[src/rtl/number_game_defs.sv]
// Shared constants, state encoding and timing helper for the number game.
package number_game_defs;

  typedef enum logic [1:0] {
    S_IDLE = 2'd0,
    S_PLAY = 2'd1,
    S_OVER = 2'd2
  } state_e;

  localparam int DEF_NUM_W         = 10;
  localparam int DEF_SCORE_W       = 7;
  localparam int DEF_MAX_SCORE     = 99;
  localparam int DEF_TICKS_PER_SEC = 50000000;
  localparam int DEF_START_TIME    = 10;
  localparam int DEF_MIN_TIME      = 3;
  localparam int DEF_LEVEL_STEP    = 5;
  localparam int DEF_LIVES         = 3;
  localparam int DEF_MODE          = 0;

  // Round length shrinks by one second per level down to a floor.
  function automatic logic [4:0] round_time(
    input logic [3:0] lvl,
    input int         start_t,
    input int         min_t
  );
    int t;
    t = start_t - int'(lvl);
    if (t < min_t) t = min_t;
    return 5'(t);
  endfunction

endpackage

[src/rtl/tick_gen.sv]
// Divides the system clock down to a one-cycle pulse per second.
module tick_gen
  import number_game_defs::*;
#(
  parameter int TICKS_PER_SEC = DEF_TICKS_PER_SEC
) (
  input  logic clk_i,
  input  logic rst_i,
  input  logic en_i,
  input  logic clear_i,
  output logic tick_o
);

  localparam int CW = (TICKS_PER_SEC > 1) ? $clog2(TICKS_PER_SEC) : 1;
  localparam logic [CW-1:0] LAST = CW'(TICKS_PER_SEC - 1);

  logic [CW-1:0] cnt_q, cnt_d;

  assign tick_o = en_i && (cnt_q == LAST);

  always_comb begin
    cnt_d = cnt_q;
    if (clear_i)
      cnt_d = '0;
    else if (en_i)
      cnt_d = (cnt_q == LAST) ? '0 : cnt_q + 1'b1;
  end

  always_ff @(posedge clk_i or posedge rst_i) begin
    if (rst_i) cnt_q <= '0;
    else       cnt_q <= cnt_d;
  end

endmodule

[src/rtl/number_game_ctrl.sv]
// Game controller: target tracking, scoring, lives, levels and round timer.
module number_game_ctrl
  import number_game_defs::*;
#(
  parameter int NUM_W         = DEF_NUM_W,
  parameter int SCORE_W       = DEF_SCORE_W,
  parameter int MAX_SCORE     = DEF_MAX_SCORE,
  parameter int TICKS_PER_SEC = DEF_TICKS_PER_SEC,
  parameter int START_TIME    = DEF_START_TIME,
  parameter int MIN_TIME      = DEF_MIN_TIME,
  parameter int LEVEL_STEP    = DEF_LEVEL_STEP,
  parameter int LIVES         = DEF_LIVES,
  parameter int MODE          = DEF_MODE
) (
  input  logic               clock,
  input  logic               reset,
  input  logic               start,
  input  logic [NUM_W-1:0]   guess,
  input  logic [NUM_W-1:0]   random,
  input  logic               submit,
  output logic [1:0]         state,
  output logic [SCORE_W-1:0] score,
  output logic [NUM_W-1:0]   number,
  output logic [4:0]         time_left,
  output logic [1:0]         lives,
  output logic [3:0]         level,
  output logic               hit,
  output logic               miss,
  output logic               win
);

  localparam int  SW       = $clog2(LEVEL_STEP + 1);
  localparam bit  SUBMIT_M = (MODE == 1);

  state_e             state_q;
  logic [SCORE_W-1:0] score_q;
  logic [NUM_W-1:0]   number_q;
  logic [4:0]         time_q;
  logic [1:0]         lives_q;
  logic [3:0]         level_q, level_d;
  logic [SW-1:0]      step_q, step_d;
  logic               hit_q, miss_q, win_q;

  logic in_play, match, hit_now, sub_miss;
  logic tick, tmo, lose_ev, lvl_up;

  assign in_play  = (state_q == S_PLAY);
  assign match    = (guess == number_q);
  assign hit_now  = in_play && (SUBMIT_M ? (submit && match) : match);
  assign sub_miss = in_play && SUBMIT_M && submit && !match;
  // A hit on the expiring tick wins over the timeout.
  assign tmo      = in_play && tick && (time_q == 5'd1) && !hit_now;
  assign lose_ev  = sub_miss || tmo;

  assign lvl_up  = (step_q == SW'(LEVEL_STEP - 1));
  assign step_d  = lvl_up ? '0 : step_q + 1'b1;
  assign level_d = (lvl_up && level_q != 4'hF) ? level_q + 4'd1 : level_q;

  tick_gen #(
    .TICKS_PER_SEC(TICKS_PER_SEC)
  ) u_tick (
    .clk_i  (clock),
    .rst_i  (reset),
    .en_i   (in_play),
    .clear_i(!in_play || hit_now),
    .tick_o (tick)
  );

  always_ff @(posedge clock or posedge reset) begin
    if (reset) begin
      state_q  <= S_IDLE;
      score_q  <= '0;
      number_q <= '0;
      time_q   <= '0;
      lives_q  <= 2'(LIVES);
      level_q  <= '0;
      step_q   <= '0;
      hit_q    <= 1'b0;
      miss_q   <= 1'b0;
      win_q    <= 1'b0;
    end else begin
      hit_q  <= 1'b0;
      miss_q <= 1'b0;
      unique case (state_q)
        S_IDLE, S_OVER: begin
          if (start) begin
            state_q  <= S_PLAY;
            number_q <= random;
            score_q  <= '0;
            lives_q  <= 2'(LIVES);
            level_q  <= '0;
            step_q   <= '0;
            win_q    <= 1'b0;
            time_q   <= 5'(START_TIME);
          end
        end
        S_PLAY: begin
          if (tick && time_q != 5'd0)
            time_q <= time_q - 5'd1;
          if (hit_now) begin
            hit_q    <= 1'b1;
            score_q  <= score_q + 1'b1;
            number_q <= random;
            step_q   <= step_d;
            level_q  <= level_d;
            time_q   <= round_time(level_d, START_TIME, MIN_TIME);
            if (score_q == SCORE_W'(MAX_SCORE - 1)) begin
              state_q <= S_OVER;
              win_q   <= 1'b1;
            end
          end else if (lose_ev) begin
            miss_q <= 1'b1;
            if (tmo) begin
              number_q <= random;
              time_q   <= round_time(level_q, START_TIME, MIN_TIME);
            end
            if (lives_q == 2'd1) begin
              lives_q <= 2'd0;
              time_q  <= 5'd0;
              state_q <= S_OVER;
            end else begin
              lives_q <= lives_q - 2'd1;
            end
          end
        end
        default: state_q <= S_IDLE;
      endcase
    end
  end

  assign state     = state_q;
  assign score     = score_q;
  assign number    = number_q;
  assign time_left = time_q;
  assign lives     = lives_q;
  assign level     = level_q;
  assign hit       = hit_q;
  assign miss      = miss_q;
  assign win       = win_q;

endmodule

[config.mk]
export PLATFORM = sky130hd
export DESIGN_NAME = number_game_ctrl
export DESIGN_NICKNAME = d
export VERILOG_FILES = /design/src/rtl/number_game_defs.sv /design/src/rtl/tick_gen.sv /design/src/rtl/number_game_ctrl.sv
export SDC_FILE = /design/constraint.sdc
export NUM_CORES = 1
export LEC_CHECK = 0
export CAP_MARGIN = 5
export CORE_MARGIN = 2
export CORE_UTILIZATION = 48
export DETAILED_ROUTE_END_ITERATION = 12
export GPL_TIMING_DRIVEN = 0
export PLACE_DENSITY_LB_ADDON = 0.05
export SETUP_SLACK_MARGIN = 0.5
export SYNTH_ARGS = -nofsm -noshare
export SYNTH_HDL_FRONTEND = slang
export SYNTH_SLANG_ARGS = --single-unit
[constraint.sdc]
create_clock -name clock -period 2.2 [get_ports clock]
set_input_delay 0.33 -clock clock [delete_from_list [all_inputs] [get_ports clock]]
set_output_delay 0.33 -clock clock [all_outputs]
set_load 0.01 [all_outputs]
==> run_results.csv, run 1 <==
group,metric,value,unit
global_route,antenna_found_initial,0,
finish,final_common_cell,"dfrtp_1",
routing,wl_met2,4970,µm
logic_synthesis,async_flop_share,1.00,
timing,fin_ws,-17.6,ps
routing,avgRoutedWirePerCell,17.2,µm
die,coreArea,0.00687,mm²
logic_synthesis,synthesis.nets,390,
clock_network,cts_buffer_depth,2,
finish,layout.cells.non_filler,577,
placed_design,place_inst,507,
critical_path,cp_max_fo,3,
critical_path,r2r-end,"time_left[0]",
logic_synthesis,synth_area,0.00345,mm²
finish,nFillCells,397,
critical_path,cp_data_arrival_time,2440,ps
global_route,grt_pass1_vias,3097,
critical_path,endpoint_kind,"register",
global_route,grt_max_degree,40,
run_status,failed_checks,"setup timing",
finish,multi_input_area,0.00238,mm²
clock_network,numCtsBuffers,9,
logic_synthesis,synth_warnings,0,
timing,setup_viol,2,
power,leakagePower,0.00249,µW
critical_path,regToRegSetupSlack,-20,ps
routing,via_per_inst,5.56,
finish,nets,511,
min_path,hold_path_class,"in2async",
die,die_height,88.8,µm
clock_network,path_clk_slew,80,ps
die,die_x,88.8,µm
logic_synthesis,avgSynthCellArea,9.73,µm²
finish,mostFrequentLayoutCells,"52 x dfrtp_1, 39 x clkdlybuf4s50_1, 35 x buf_4",
die,start_util,0.503,
critical_path,start_kind,"register",
finish,regArea,0.00156,mm²
global_route,grt_pass1_wl,14700,µm
placed_design,portBuffers,55,
logic_synthesis,synthFlopType,"dfrtp_1",
timing,relSlewSlack,0.641,
routing,wirelength_met1,4250,µm
clock_network,cts-root-buf,"clkbuf_8",
timing,maxSlewViolCount,0,
timing,tns,-22.2,ps
clock_network,clock_latency,350,ps
die,io_pins,57,
timing,fmax,451,MHz
die,dieArea,0.00789,mm²
die,rows,30,
timing,fin_skew,7.19,ps
timing,min_period,2220,ps
finish,areaGrowthSynthToFinish,61.7,%
routing,top_layer,"met4",
finish,final_core_util,0.813,
routing,drt-total-wl,9940,µm
clock_network,cts.sinks,62,
clock_network,tritoncts,"built",
routing,drt_first_pass_iters,4,
timing,timing.final.crit_share,1.01,
logic_synthesis,synth_cell_types,54,
timing,hold_viol_final,0,
placed_design,dp_hpwl,5580,µm
power,power,4710,µW
critical_path,cp.required,2430,ps
global_route,gr-total-overflow,0,
routing,drc,0,
logic_synthesis,synth_edf_count,0,
critical_path,rr_worst_depth,11,
power,vdd.ir_drop.worst,0.000698,V
routing,wl_met3,599,µm
routing,antenna_left,0,
power,powerDensity,843,mW/mm²
clock_network,htreeDepth,3,
run_status,status,"finished, violations left",
placed_design,gp_congestion,0.854,
logic_synthesis,ys_ff_latch,62,
routing,dr_total_vias,3206,
logic_synthesis,synth_seq_area_share,0.450,
timing,rsz0062_at_grt,"true",
logic_synthesis,syn-instance-count,355,
critical_path,critPathKind,"reg2reg",
flow_run,maxCapViolations,0,
clock_network,cts-hold-fix-buffers,0,
finish,drive_gt1_frac,0.410,
critical_path,rr_startpoint,"level[0]",
finish,antenna_cells,0,
timing,tightestPinTransition,537,ps
routing,drt-initial-drc-count,147,
global_route,grt_usage,0.242,
where the power goes:
part / leakage [µW] / switching [µW] / total [µW] / internal [µW]
clock network: 0.000109 / 489 / 1130 / 641
registers: 0.000802 / 265 / 1630 / 1370
logic: 0.00158 / 893 / 1940 / 1050
total: 0.00249 / 1650 / 4710 / 3060
metrics by stage:
| step | cell area, µm² | hold slack (ps) | setup slack (ps) |
|---|---|---|---|
| detailed placement | 4240 | 484 | -404 |
| floorplan | 3550 | 445 | 206 |
| global route | 5590 | 412 | -112 |
| global placement | 4220 | 478 | -381 |
| CTS | 5000 | 384 | 75.9 |
| finish | 5590 | 368 | -17.6 |
state kept, by name, indices dropped and copies added, names as in the netlist:
| name | cells |
|---|---|
| u_tick.cnt_q | 26 |
| level | 4 |
| state | 2 |
| lives | 2 |
| time_left | 5 |
| score | 7 |
| hit | 1 |
| miss | 1 |
| step_q | 3 |
| win | 1 |
| number | 10 |
logic make-up after synthesis:
family                     synth area share
xor gates and xnor gates              0.106
and+or+nand+nor                       0.225
muxes                                0.0449
buffers and inverters                0.0340
adders and majority gates            0.0398
AOI/OAI and AO/OA                     0.100
DFF                                   0.450
area by class of cell:
class	count	share of cell area
inverters	17	0.0130
clock buffers	9	0.0222
clock inverters	7	0.0177
flip-flops and latches	62	0.280
repair buffers	109	0.195
multi-input cells	266	0.427
well taps	96	0.0215
plain buffers	11	0.0240
worst max-delay path by stage:
stage,slack [ps],depth (start not counted),end,startpoint
floorplan,210,7,number[0],u_tick.cnt_q[0]
global placement,-380,7,time_left[2],guess[6]
detailed placement,-400,7,time_left[2],guess[6]
CTS,80,8,time_left[2],level[0]
global route,-110,11,time_left[0],level[0]
finish,-20,11,time_left[0],level[0]
synth_stat cells (2+ instances only):
cell / count / share of area
nand3_1: 14 / 0.020
inv_1: 16 / 0.017
dfstp_2: 2 / 0.015
dfrtp_1: 60 / 0.43
a22o_1: 2 / 0.0051
nor2b_1: 3 / 0.0054
nand4_1: 15 / 0.027
clkbuf_1: 8 / 0.0087
nand2b_1: 4 / 0.0072
o21ai_0: 18 / 0.026
xnor2_1: 25 / 0.063
mux2i_1: 2 / 0.0058
nor2_1: 42 / 0.046
xor2_1: 17 / 0.043
a21oi_1: 8 / 0.012
nor3_1: 14 / 0.020
and4_1: 3 / 0.0076
buf_2: 2 / 0.0029
nand2_1: 24 / 0.026
or2_2: 2 / 0.0036
ha_1: 11 / 0.040
or3_1: 5 / 0.0091
mux2_2: 12 / 0.039
and3_1: 3 / 0.0054
nand3b_1: 2 / 0.0043
a31oi_1: 6 / 0.011
and2_1: 2 / 0.0036
o31ai_1: 7 / 0.015
layer usage:
metal  up-vias  track usage
li1       1496            -
met1      1592        0.318
met2       105        0.382
met3        13       0.0802
met4         0       0.0702
met5         -            0
worst max-delay path, stage by stage (launching register included):
cell	delay, ps
dfrtp_2	440
buf_8	130
and2_4	150
a21boi_2	120
o22a_1	140
o21ai_1	60
ha_1	360
buf_6	150
o21ai_4	140
nand2_1	90
a31oi_1	220
o21ai_1	100
what timing repair did:
action | CTS | global route
pin swaps | 38 | 49
buffers inserted | 33 | 17
endpoints found under the hold margin | 0 | 0
setup endpoints to repair | 63 | 63
gates cloned | 2 | 2
gates resized for setup | 69 | 105
(Power assumes the default switching activity.)
==> run 2, diff against run 1 <==
Settings changed: REMOVE_ABC_BUFFERS set to 1.
==> run 2 against run 1 <==
  * Sequential power barely moved
  * Worst hold slack lost 38 ps
  * Count of clock-buffer cells in the layout grew 4
  * Combinational power decreased by 3%
  * The flow now finishes without violations
  * Largest power group unchanged
  * Clock skew is 1.3 ps lower
  * Via count down 2.9%
  * Clock power is 4% lower
  * Critical path depth shrank 4
  * Highest routed layer unchanged
  * Die area unchanged
  * First-iteration DRC count rose by 8.2%
  * Cell area fell by 4.3%
==> run_results.csv, run 2 (synthesis results as in run 1) <==
group,metric,value,unit
run_status,status,"completed",
finish,areaGrowthSynthToFinish,54.7,%
routing,drt-total-wl,9170,µm
timing,relSlewSlack,0.682,
global_route,gr-total-overflow,0,
timing,fin_ws,77.1,ps
critical_path,critPathKind,"reg2reg",
power,leakagePower,0.00244,µW
clock_network,cts.sinks,62,
finish,mostFrequentLayoutCells,"54 x buf_4, 50 x dfrtp_1, 40 x clkdlybuf4s50_1",
timing,fmax,471,MHz
routing,drt_first_pass_iters,4,
power,vdd.ir_drop.worst,0.000782,V
critical_path,cp.required,2420,ps
power,powerDensity,864,mW/mm²
finish,drive_gt1_frac,0.362,
timing,timing.final.crit_share,0.965,
routing,drt-initial-drc-count,159,
finish,final_common_cell,"buf_4",
routing,via_per_inst,5.38,
finish,largest_register,"u_tick.cnt_q",
power,p_int,3070,µW
clock_network,htreeDepth,3,
placed_design,place_inst,496,
power,p_comb_frac,0.409,
global_route,grt_pass1_vias,3005,
global_route,antenna_found_initial,0,
flow_run,maxCapViolations,0,
global_route,grt_usage,0.237,
clock_network,cts_buffer_depth,2,
timing,tightestPinTransition,472,ps
placed_design,gp_congestion,0.804,
finish,nets,513,
die,die_x,88.8,µm
clock_network,cts-root-buf,"clkbuf_8",
finish,antenna_cells,0,
power,switching_share,0.336,
timing,fin_skew,5.90,ps
clock_network,path_clk_slew,70,ps
critical_path,cp_max_fo,5,
timing,hold_viol_final,0,
routing,dr_total_vias,3114,
placed_design,portBuffers,55,
die,coreArea,0.00687,mm²
placed_design,dp_hpwl,5280,µm
finish,layout.cells.non_filler,579,
die,start_util,0.503,
die,io_pins,57,
routing,avgRoutedWirePerCell,15.8,µm
critical_path,r2r-end,"number[6]",
die,dieArea,0.00789,mm²
min_path,hold_path_class,"in2async",
finish,largest_reg_flops,26,
critical_path,start_kind,"register",
timing,min_period,2120,ps
die,die_height,88.8,µm
finish,nFillCells,423,
clock_network,clock_latency,340,ps
global_route,grt_pass1_wl,14400,µm
critical_path,regToRegSetupSlack,80,ps
timing,rsz0062_at_grt,"true",
routing,drc,0,
power,p_sw,1550,µW
critical_path,endpoint_kind,"register",
global_route,grt_max_degree,43,
routing,antenna_left,0,
die,rows,30,
clock_network,tritoncts,"built",
clock_network,numCtsBuffers,9,
power,pwr-share-clk,0.237,
timing,setup_viol,0,
critical_path,cp_data_arrival_time,2340,ps
timing,maxSlewViolCount,0,
critical_path,rr_worst_depth,7,
power,power_frac_seq,0.354,
placed_design,place_ws,-526,ps
power,power,4620,µW
critical_path,rr_startpoint,"u_tick.cnt_q[1]",
-- run 2: cell types whose count changed in the layout (fill, tap and decap cells not counted), moves of 4 or more --
cell	before	now
buf_4	35	54
buf_6	17	4
buf_8	6	1
dlygate4sd2_1	2	6
dlymetal6s2s_1	14	8
nor2_1	18	38
nor2_4	22	2
-- run 2: worst max-delay path by stage --
stage	from	end	slack, ps	cells after the start
after floorplan	level[0]	time_left[2]	-80	9
after global placement	reset	level[2]	-840	2
after detailed placement	start	time_left[4]	-530	6
after CTS	u_tick.cnt_q[1]	number[6]	110	7
after global routing	step_q[0]	time_left[2]	7	9
final	u_tick.cnt_q[1]	number[6]	80	7
-- run 2: through the flow --
step                      area [µm²]  hold WS, ps  utilization  TNS, ps
final                           5340          330        0.778        0
after detailed placement        4090          488        0.596   -16970
after floorplan                 3400          446            -    -82.8
after global routing            5340          399        0.778        0
after CTS                       4980          336        0.724        0
after global placement          4070          473        0.593   -67190
-- run 2: routing by layer --
metal,vias up,share of wire,global-route usage
met5,-,0,0
met4,0,0.010,0.0978
met3,9,0.044,0.0522
met2,69,0.49,0.361
met1,1523,0.46,0.328
li1,1513,-,-
-- run 2: what timing repair did --
item                       in CTS  in global routing
hold buffers                    0                  0
resized for setup              84                 48
setup endpoints to repair      67                 66
gates cloned                    5                  0
setup buffers                  41                 21
pin swaps                      49                 25
-- run 2: cell type report --
class | instances | area, µm² | share of cell area
inverter | 17 | 68.8 | 0.0129
tap | 96 | 120 | 0.0225
clock inverter | 3 | 40.0 | 0.00749
sequential | 62 | 1570 | 0.293
clock buffer | 13 | 179 | 0.0335
timing repair buffer | 118 | 1110 | 0.207
multi-input combinational | 270 | 2260 | 0.423
-- run 2: critical path, cell delays in order, from the launching register on --
cell	delay, ps
dfrtp_1	360
ha_2	190
and4_4	260
nand3_4	90
or4_4	550
nand2b_4	140
a21oi_4	100
mux2_4	320
-- run 2: power by group through the flow --
stage / logic [µW] / registers [µW] / clock network, µW
finish: 1890 / 1640 / 1090
detailed placement: 1290 / 1620 / 0
global route: 2060 / 1660 / 1160
floorplan: 715 / 1650 / 0
global placement: 1270 / 1610 / 0
CTS: 1680 / 1590 / 1110
==> run 3, diff against run 2 <==
Settings changed: CTS_CLUSTER_DIAMETER set to 120.
==> results of run 3 <==
Final layout, timing and power as in run 2 (identical DEF).
